### src/rtl/mem_arbiter.sv
// mem_arbiter
// Sequencer and round-robin arbiter in front of the SHA-256 memory manager.
// After reset it starts the ROM-to-RAM constant copy and waits for the
// memory manager to report completion (or times out). It then shares the
// single RAM port between three requesters with one transaction outstanding:
// 0 = message scheduler, 1 = compression round unit, 2 = host loader.
//
// Ports
//   CLK, RST_N        clock, synchronous active-low reset
//   RECOPY            pulse, re-run the ROM copy (honoured only in IDLE)
//   REQ/REQ_WE        per-requester request and write flag
//   REQ_ADDR          3 x 8-bit word addresses, requester i at [8i+7:8i]
//   REQ_WDATA         3 x 32-bit write words, requester i at [32i+31:32i]
//   GNT               one-hot pulse, request accepted
//   RVALID/RDATA      one-hot read-data pulse and the read word
//   INIT_DONE         copy phase finished (successfully or not)
//   INIT_ERR          sticky copy timeout flag
//   MM_*              memory manager interface (copy start/status, RE, WR,
//                     address, write data + bus drive enable, read data)
module mem_arbiter #(
    parameter int unsigned READ_LAT     = 1,
    parameter int unsigned COPY_TIMEOUT = 255
) (
    input  logic        CLK,
    input  logic        RST_N,
    input  logic        RECOPY,
    input  logic [2:0]  REQ,
    input  logic [2:0]  REQ_WE,
    input  logic [23:0] REQ_ADDR,
    input  logic [95:0] REQ_WDATA,
    output logic [2:0]  GNT,
    output logic [2:0]  RVALID,
    output logic [31:0] RDATA,
    output logic        INIT_DONE,
    output logic        INIT_ERR,
    output logic        MM_COPY_ROM,
    input  logic        MM_COPY_DONE,
    output logic        MM_RE,
    output logic        MM_WR,
    output logic [7:0]  MM_ADDR,
    output logic [31:0] MM_DATA_OUT,
    output logic        MM_DATA_OE,
    input  logic [31:0] MM_DATA_IN
);

    typedef enum logic [2:0] {
        ST_COPY_REQ     = 3'd0,
        ST_COPY_WAIT_LO = 3'd1,
        ST_COPY_WAIT_HI = 3'd2,
        ST_IDLE         = 3'd3,
        ST_ACCESS       = 3'd4,
        ST_RESP         = 3'd5
    } state_t;

    // The wait counter starts at 0 on entry, so the abort fires on the
    // COPY_TIMEOUT-th wait cycle when the counter holds COPY_TIMEOUT-1.
    localparam logic [7:0] TIMEOUT_LAST = 8'(COPY_TIMEOUT - 1);
    localparam logic [3:0] LAT_LAST     = 4'(READ_LAT - 1);

    state_t      state_r;
    logic [1:0]  rr_r;
    logic [1:0]  idx_r;
    logic        we_r;
    logic [7:0]  tmo_cnt_r;
    logic [3:0]  lat_cnt_r;

    logic [2:0]  pick_s;
    logic        grant_valid_s;
    logic [1:0]  grant_idx_s;
    logic        sel_we_s;
    logic [7:0]  sel_addr_s;
    logic [31:0] sel_wdata_s;

    function automatic logic [1:0] rr_next(input logic [1:0] idx);
        case (idx)
            2'd0:    rr_next = 2'd1;
            2'd1:    rr_next = 2'd2;
            default: rr_next = 2'd0;
        endcase
    endfunction

    function automatic logic [2:0] idx_onehot(input logic [1:0] idx);
        case (idx)
            2'd0:    idx_onehot = 3'b001;
            2'd1:    idx_onehot = 3'b010;
            2'd2:    idx_onehot = 3'b100;
            default: idx_onehot = 3'b000;
        endcase
    endfunction

    // Returns {valid, index}: first set request scanning upward from ptr, mod 3.
    function automatic logic [2:0] rr_pick(input logic [2:0] req, input logic [1:0] ptr);
        logic [1:0] cand;
        logic [2:0] pick;
        cand = ptr;
        pick = 3'b000;
        for (int k = 0; k < 3; k++) begin
            pick = (!pick[2] && req[cand]) ? {1'b1, cand} : pick;
            cand = rr_next(cand);
        end
        return pick;
    endfunction

    // Round-robin choice and selection of the winner's request fields.
    always_comb begin
        pick_s        = rr_pick(REQ, rr_r);
        grant_valid_s = pick_s[2];
        grant_idx_s   = pick_s[1:0];
        sel_we_s      = 1'b0;
        sel_addr_s    = 8'd0;
        sel_wdata_s   = 32'd0;
        case (grant_idx_s)
            2'd0: begin
                sel_we_s    = REQ_WE[0];
                sel_addr_s  = REQ_ADDR[7:0];
                sel_wdata_s = REQ_WDATA[31:0];
            end
            2'd1: begin
                sel_we_s    = REQ_WE[1];
                sel_addr_s  = REQ_ADDR[15:8];
                sel_wdata_s = REQ_WDATA[63:32];
            end
            2'd2: begin
                sel_we_s    = REQ_WE[2];
                sel_addr_s  = REQ_ADDR[23:16];
                sel_wdata_s = REQ_WDATA[95:64];
            end
            default: begin
                sel_we_s    = 1'b0;
                sel_addr_s  = 8'd0;
                sel_wdata_s = 32'd0;
            end
        endcase
    end

    // Sequencer FSM with registered outputs; GNT, RVALID and MM_COPY_ROM are single-cycle pulses.
    always_ff @(posedge CLK) begin
        if (!RST_N) begin
            state_r     <= ST_COPY_REQ;
            rr_r        <= 2'd0;
            idx_r       <= 2'd0;
            we_r        <= 1'b0;
            tmo_cnt_r   <= 8'd0;
            lat_cnt_r   <= 4'd0;
            GNT         <= 3'b000;
            RVALID      <= 3'b000;
            RDATA       <= 32'd0;
            INIT_DONE   <= 1'b0;
            INIT_ERR    <= 1'b0;
            MM_COPY_ROM <= 1'b0;
            MM_RE       <= 1'b0;
            MM_WR       <= 1'b0;
            MM_ADDR     <= 8'd0;
            MM_DATA_OUT <= 32'd0;
            MM_DATA_OE  <= 1'b0;
        end else begin
            GNT         <= 3'b000;
            RVALID      <= 3'b000;
            MM_COPY_ROM <= 1'b0;
            case (state_r)
                ST_COPY_REQ: begin
                    MM_COPY_ROM <= 1'b1;
                    INIT_DONE   <= 1'b0;
                    tmo_cnt_r   <= 8'd0;
                    state_r     <= ST_COPY_WAIT_LO;
                end
                ST_COPY_WAIT_LO: begin
                    tmo_cnt_r <= tmo_cnt_r + 8'd1;
                    if (!MM_COPY_DONE) begin
                        state_r <= ST_COPY_WAIT_HI;
                    end else if (tmo_cnt_r >= TIMEOUT_LAST) begin
                        INIT_ERR  <= 1'b1;
                        INIT_DONE <= 1'b1;
                        state_r   <= ST_IDLE;
                    end else begin
                        state_r <= ST_COPY_WAIT_LO;
                    end
                end
                ST_COPY_WAIT_HI: begin
                    tmo_cnt_r <= tmo_cnt_r + 8'd1;
                    if (MM_COPY_DONE) begin
                        INIT_DONE <= 1'b1;
                        state_r   <= ST_IDLE;
                    end else if (tmo_cnt_r >= TIMEOUT_LAST) begin
                        INIT_ERR  <= 1'b1;
                        INIT_DONE <= 1'b1;
                        state_r   <= ST_IDLE;
                    end else begin
                        state_r <= ST_COPY_WAIT_HI;
                    end
                end
                ST_IDLE: begin
                    if (RECOPY) begin
                        INIT_DONE <= 1'b0;
                        state_r   <= ST_COPY_REQ;
                    end else if (grant_valid_s) begin
                        // Access strobes rise together with GNT so a write
                        // frees the port after two cycles.
                        GNT       <= idx_onehot(grant_idx_s);
                        idx_r     <= grant_idx_s;
                        rr_r      <= rr_next(grant_idx_s);
                        we_r      <= sel_we_s;
                        lat_cnt_r <= 4'd0;
                        MM_ADDR   <= sel_addr_s;
                        if (sel_we_s) begin
                            MM_WR       <= 1'b1;
                            MM_DATA_OE  <= 1'b1;
                            MM_DATA_OUT <= sel_wdata_s;
                        end else begin
                            MM_RE <= 1'b1;
                        end
                        state_r <= ST_ACCESS;
                    end else begin
                        state_r <= ST_IDLE;
                    end
                end
                ST_ACCESS: begin
                    if (we_r) begin
                        MM_WR      <= 1'b0;
                        MM_DATA_OE <= 1'b0;
                        state_r    <= ST_IDLE;
                    end else if (lat_cnt_r == LAT_LAST) begin
                        RDATA   <= MM_DATA_IN;
                        MM_RE   <= 1'b0;
                        state_r <= ST_RESP;
                    end else begin
                        lat_cnt_r <= lat_cnt_r + 4'd1;
                    end
                end
                ST_RESP: begin
                    RVALID  <= idx_onehot(idx_r);
                    state_r <= ST_IDLE;
                end
                default: begin
                    MM_RE      <= 1'b0;
                    MM_WR      <= 1'b0;
                    MM_DATA_OE <= 1'b0;
                    state_r    <= ST_COPY_REQ;
                end
            endcase
        end
    end

endmodule

### config.mk
export PLATFORM = sky130hd
export DESIGN_NAME = mem_arbiter
export DESIGN_NICKNAME = d
export VERILOG_FILES = /design/src/rtl/mem_arbiter.sv
export SDC_FILE = /design/constraint.sdc
export NUM_CORES = 1
export LEC_CHECK = 0
export ABC_AREA = 1
export BUFFER_PORTS_ARGS = -buffer_cell sky130_fd_sc_hd__buf_2
export CAP_MARGIN = 20
export CORE_AREA = 2 2 120 122
export CTS_BUF_LIST = sky130_fd_sc_hd__clkbuf_4 sky130_fd_sc_hd__clkbuf_8 sky130_fd_sc_hd__clkbuf_16
export DETAILED_ROUTE_END_ITERATION = 7
export DIE_AREA = 0 0 122 124
export PLACE_DENSITY = 0.69
export SYNTH_ARGS = -nofsm -noshare
export SYNTH_HDL_FRONTEND = slang
export SYNTH_SLANG_ARGS = --single-unit
### constraint.sdc
create_clock -name CLK -period 2.4 [get_ports CLK]
set_input_delay 0.12 -clock CLK [delete_from_list [all_inputs] [get_ports CLK]]
set_output_delay 0.12 -clock CLK [all_outputs]
set_load 0.01 [all_outputs]
==> results.json <==
{
  "status": "finished clean",
  "numPortBuffers": 245,
  "stdcell_count": 1261,
  "power.density_mw_per_mm2": 558,
  "first_pass_iters": 7,
  "first_iter_violations": 330,
  "place_hpwl_um": 11300,
  "hold_ws_ns": 0.0100,
  "nNetsFinal": 1242,
  "die-area_mm2": 0.0151,
  "max_freq_mhz": 466,
  "r2r_slack_ns": 0.26,
  "critPathArrivalTime_ns": 2.38,
  "postSynthAreaPerCell_um2": 6.51,
  "cts_made_buffers": 9,
  "grt_pass1_vias": 5495,
  "crit_slowest_cell": "dfxtp_1",
  "gp_congestion": 0.834,
  "io_pins": 246,
  "grt_max_degree": 70,
  "period_share": 0.893,
  "synth.yosys.seq_area_share": 0.381,
  "core_mm2": 0.0137,
  "cts_buffer_depth": 2,
  "ant_nets": 0,
  "ys_warn_count": 0,
  "clock_latency_ns": 0.35,
  "ys_top_cells_by_area": "dfxtp_1 38%, nand2_1 14%, nor2_1 11%",
  "syn_inst": 830,
  "dpl_cell_area_mm2": 0.00674,
  "drive_gt1_frac": 0.288,
  "syn_area_mm2": 0.00541,
  "syn2layout_area_growth_pct": 34.9,
  "syn-num-nets": 996,
  "wire_per_inst_um": 12.6,
  "slew_viol_final": 0,
  "dieWidth_um": 122,
  "final-hold-violation-count": 0,
  "drc": 0,
  "start_util": 0.394,
  "path_clk_slew_ns": 0.07,
  "ys_seq_elements": 103,
  "tns_ns": 0,
  "setup_violations": 0,
  "path_cells": "inv_2 > nor2_1 > nand2_1 > nand2_1 > nor2_2 > nand3_2 > nand2_4 > nor2_8 > nand2_2 > nand2_4 > buf_12 > nand3_1 > nand2_1 > nor2_1",
  "die_h_um": 124,
  "synth_area_leader_cell": "dfxtp_1",
  "grt_usage": 0.211,
  "diodes": 0,
  "hp-class": "input port to flop",
  "slew-limit-headroom": 0.654,
  "cp-end-kind": "flop",
  "viasPerCell": 4.74,
  "rows": 43,
  "leakagePower_nw": 3.76,
  "finish.utilization": 0.532,
  "synth_cell_types": 41,
  "crit_path_max_incr_delay_ns": 0.49,
  "grt_overflow": 0,
  "final.min_clock_period_ns": 2.14,
  "cp_max_fo": 31,
  "ir_drop_mv": 0.350,
  "pre_cts_slack_ns": 0.268,
  "tightestPinTransition_ns": 0.519,
  "start_kind": "flop",
  "grt_pass1_wl_um": 25500,
  "wirelength_um": 15900,
  "clock-sinks": 103,
  "antenna_found_initial": 0,
  "stdcell_area_mm2": 0.00729,
  "fill_cells": 1401,
  "design_power_total_mw": 4.07,
  "vias": 5971,
  "clockRootBuffer": "clkbuf_16",
  "layout_setup_ws_ns": 0.256,
  "critical_path_class": "flop to flop",
  "place_inst": 1218,
  "required_ns": 2.64,
  "maxCapViolations": 0,
  "crit_top_cell": "nand2_1",
  "tritoncts": "done",
  "grt_setup_unrepaired": "no",
  "finClkSkew_ns": 0.00834,
  "cts_setup_buffers": 0,
  "netlist.area_leader.share": 0.381,
  "htree_num_levels": 3
}
layout make-up:
| class | instances | area, µm² | share of cell area |
|---|---|---|---|
| Tap cell | 180 | 225 | 0.0309 |
| Clock buffer | 9 | 225 | 0.0309 |
| Timing Repair Buffer | 286 | 1660 | 0.228 |
| Inverter | 76 | 285 | 0.0391 |
| Sequential cell | 103 | 2060 | 0.283 |
| Clock inverter | 7 | 52.6 | 0.00721 |
| Multi-Input combinational cell | 600 | 2780 | 0.381 |
placed cells by master, fill, tap and decap left out, types with 3 or more instances in the layout:
cell type,instances
buf_2,245
nand2_1,202
nor2_1,151
dfxtp_1,103
inv_1,70
nand3_1,53
a21oi_1,48
o21ai_0,44
nor3_1,42
dlygate4sd3_1,27
a21oi_2,11
clkbuf_16,9
buf_4,9
nand2_2,5
buf_12,5
nor2_2,4
nand2_4,4
nor2_4,4
ha_1,4
inv_6,4
inv_2,3
clkinv_1,3
a31oi_1,3
critical path, delay by kind of cell (launching register included):
| kind | cells | cell delay [ns] |
|---|---|---|
| flops | 1 | 0.49 |
| simple gates | 12 | 1.24 |
| buf+inv | 2 | 0.31 |
state kept, by name (all words and copies together), names as in the netlist, 3 cells and up:
register / cells
MM_ADDR: 8
RDATA: 32
RVALID: 3
lat_cnt_r: 4
MM_DATA_OUT: 32
tmo_cnt_r: 8
GNT: 3
state_r: 3
metal layers:
metal | global-route usage | up-vias | wire [µm]
met5 | 0 | - | 0
met4 | 0.0790 | 0 | 324
met3 | 0.0481 | 26 | 1210
met2 | 0.364 | 217 | 7350
met1 | 0.256 | 2591 | 7050
li1 | - | 3137 | -
cells in the mapped netlist:
library cell,count
clkbuf_1,18
or2_1,1
a21oi_2,11
clkinv_1,3
o31ai_1,2
buf_6,4
nor2_2,3
nand2_4,3
buf_8,3
nor3b_1,1
nand3_1,53
buf_4,3
inv_2,3
buf_1,4
nor2_1,152
nor2_8,1
a211oi_1,2
o21ai_0,44
nor3_2,1
nand3_2,2
o2111ai_1,1
nand2_2,5
nor2_4,4
a31o_2,1
nand4_1,1
o21a_1,2
o221ai_1,2
a221oi_1,1
a31oi_1,3
a22oi_1,2
dfxtp_1,103
a21oi_1,48
ha_1,4
nor3_1,42
o211ai_1,1
o22ai_1,1
buf_2,19
nor4_1,2
o21ai_1,1
inv_1,70
nand2_1,203
power breakdown:
group / switching, mW / internal [mW]
clock: 0.686 / 0.716
sequential: 0.0436 / 1.77
combinational: 0.492 / 0.361
cell families after synthesis:
family          share of synthesized area
fa+ha+maj                         0.00926
flops                               0.381
simple gates                        0.374
buf+inv                             0.106
compound gates                      0.129
timing repair:
item,4_1_cts,5_1_grt
setup endpoints to repair,0,1
endpoints found under the hold margin,27,0
hold buffers,27,0
resized for setup,0,1
path summary, 6_finish.rpt:
path,cells past startpoint,from,end
worst min-delay path,3,MM_DATA_IN[1],RDATA[1]
worst max-delay path,14,rr_r[0],MM_DATA_OUT[2]
worst min register to register,2,MM_RE,MM_RE
worst max register to register,14,rr_r[0],MM_DATA_OUT[2]
Power figures use the tool's default switching activity.
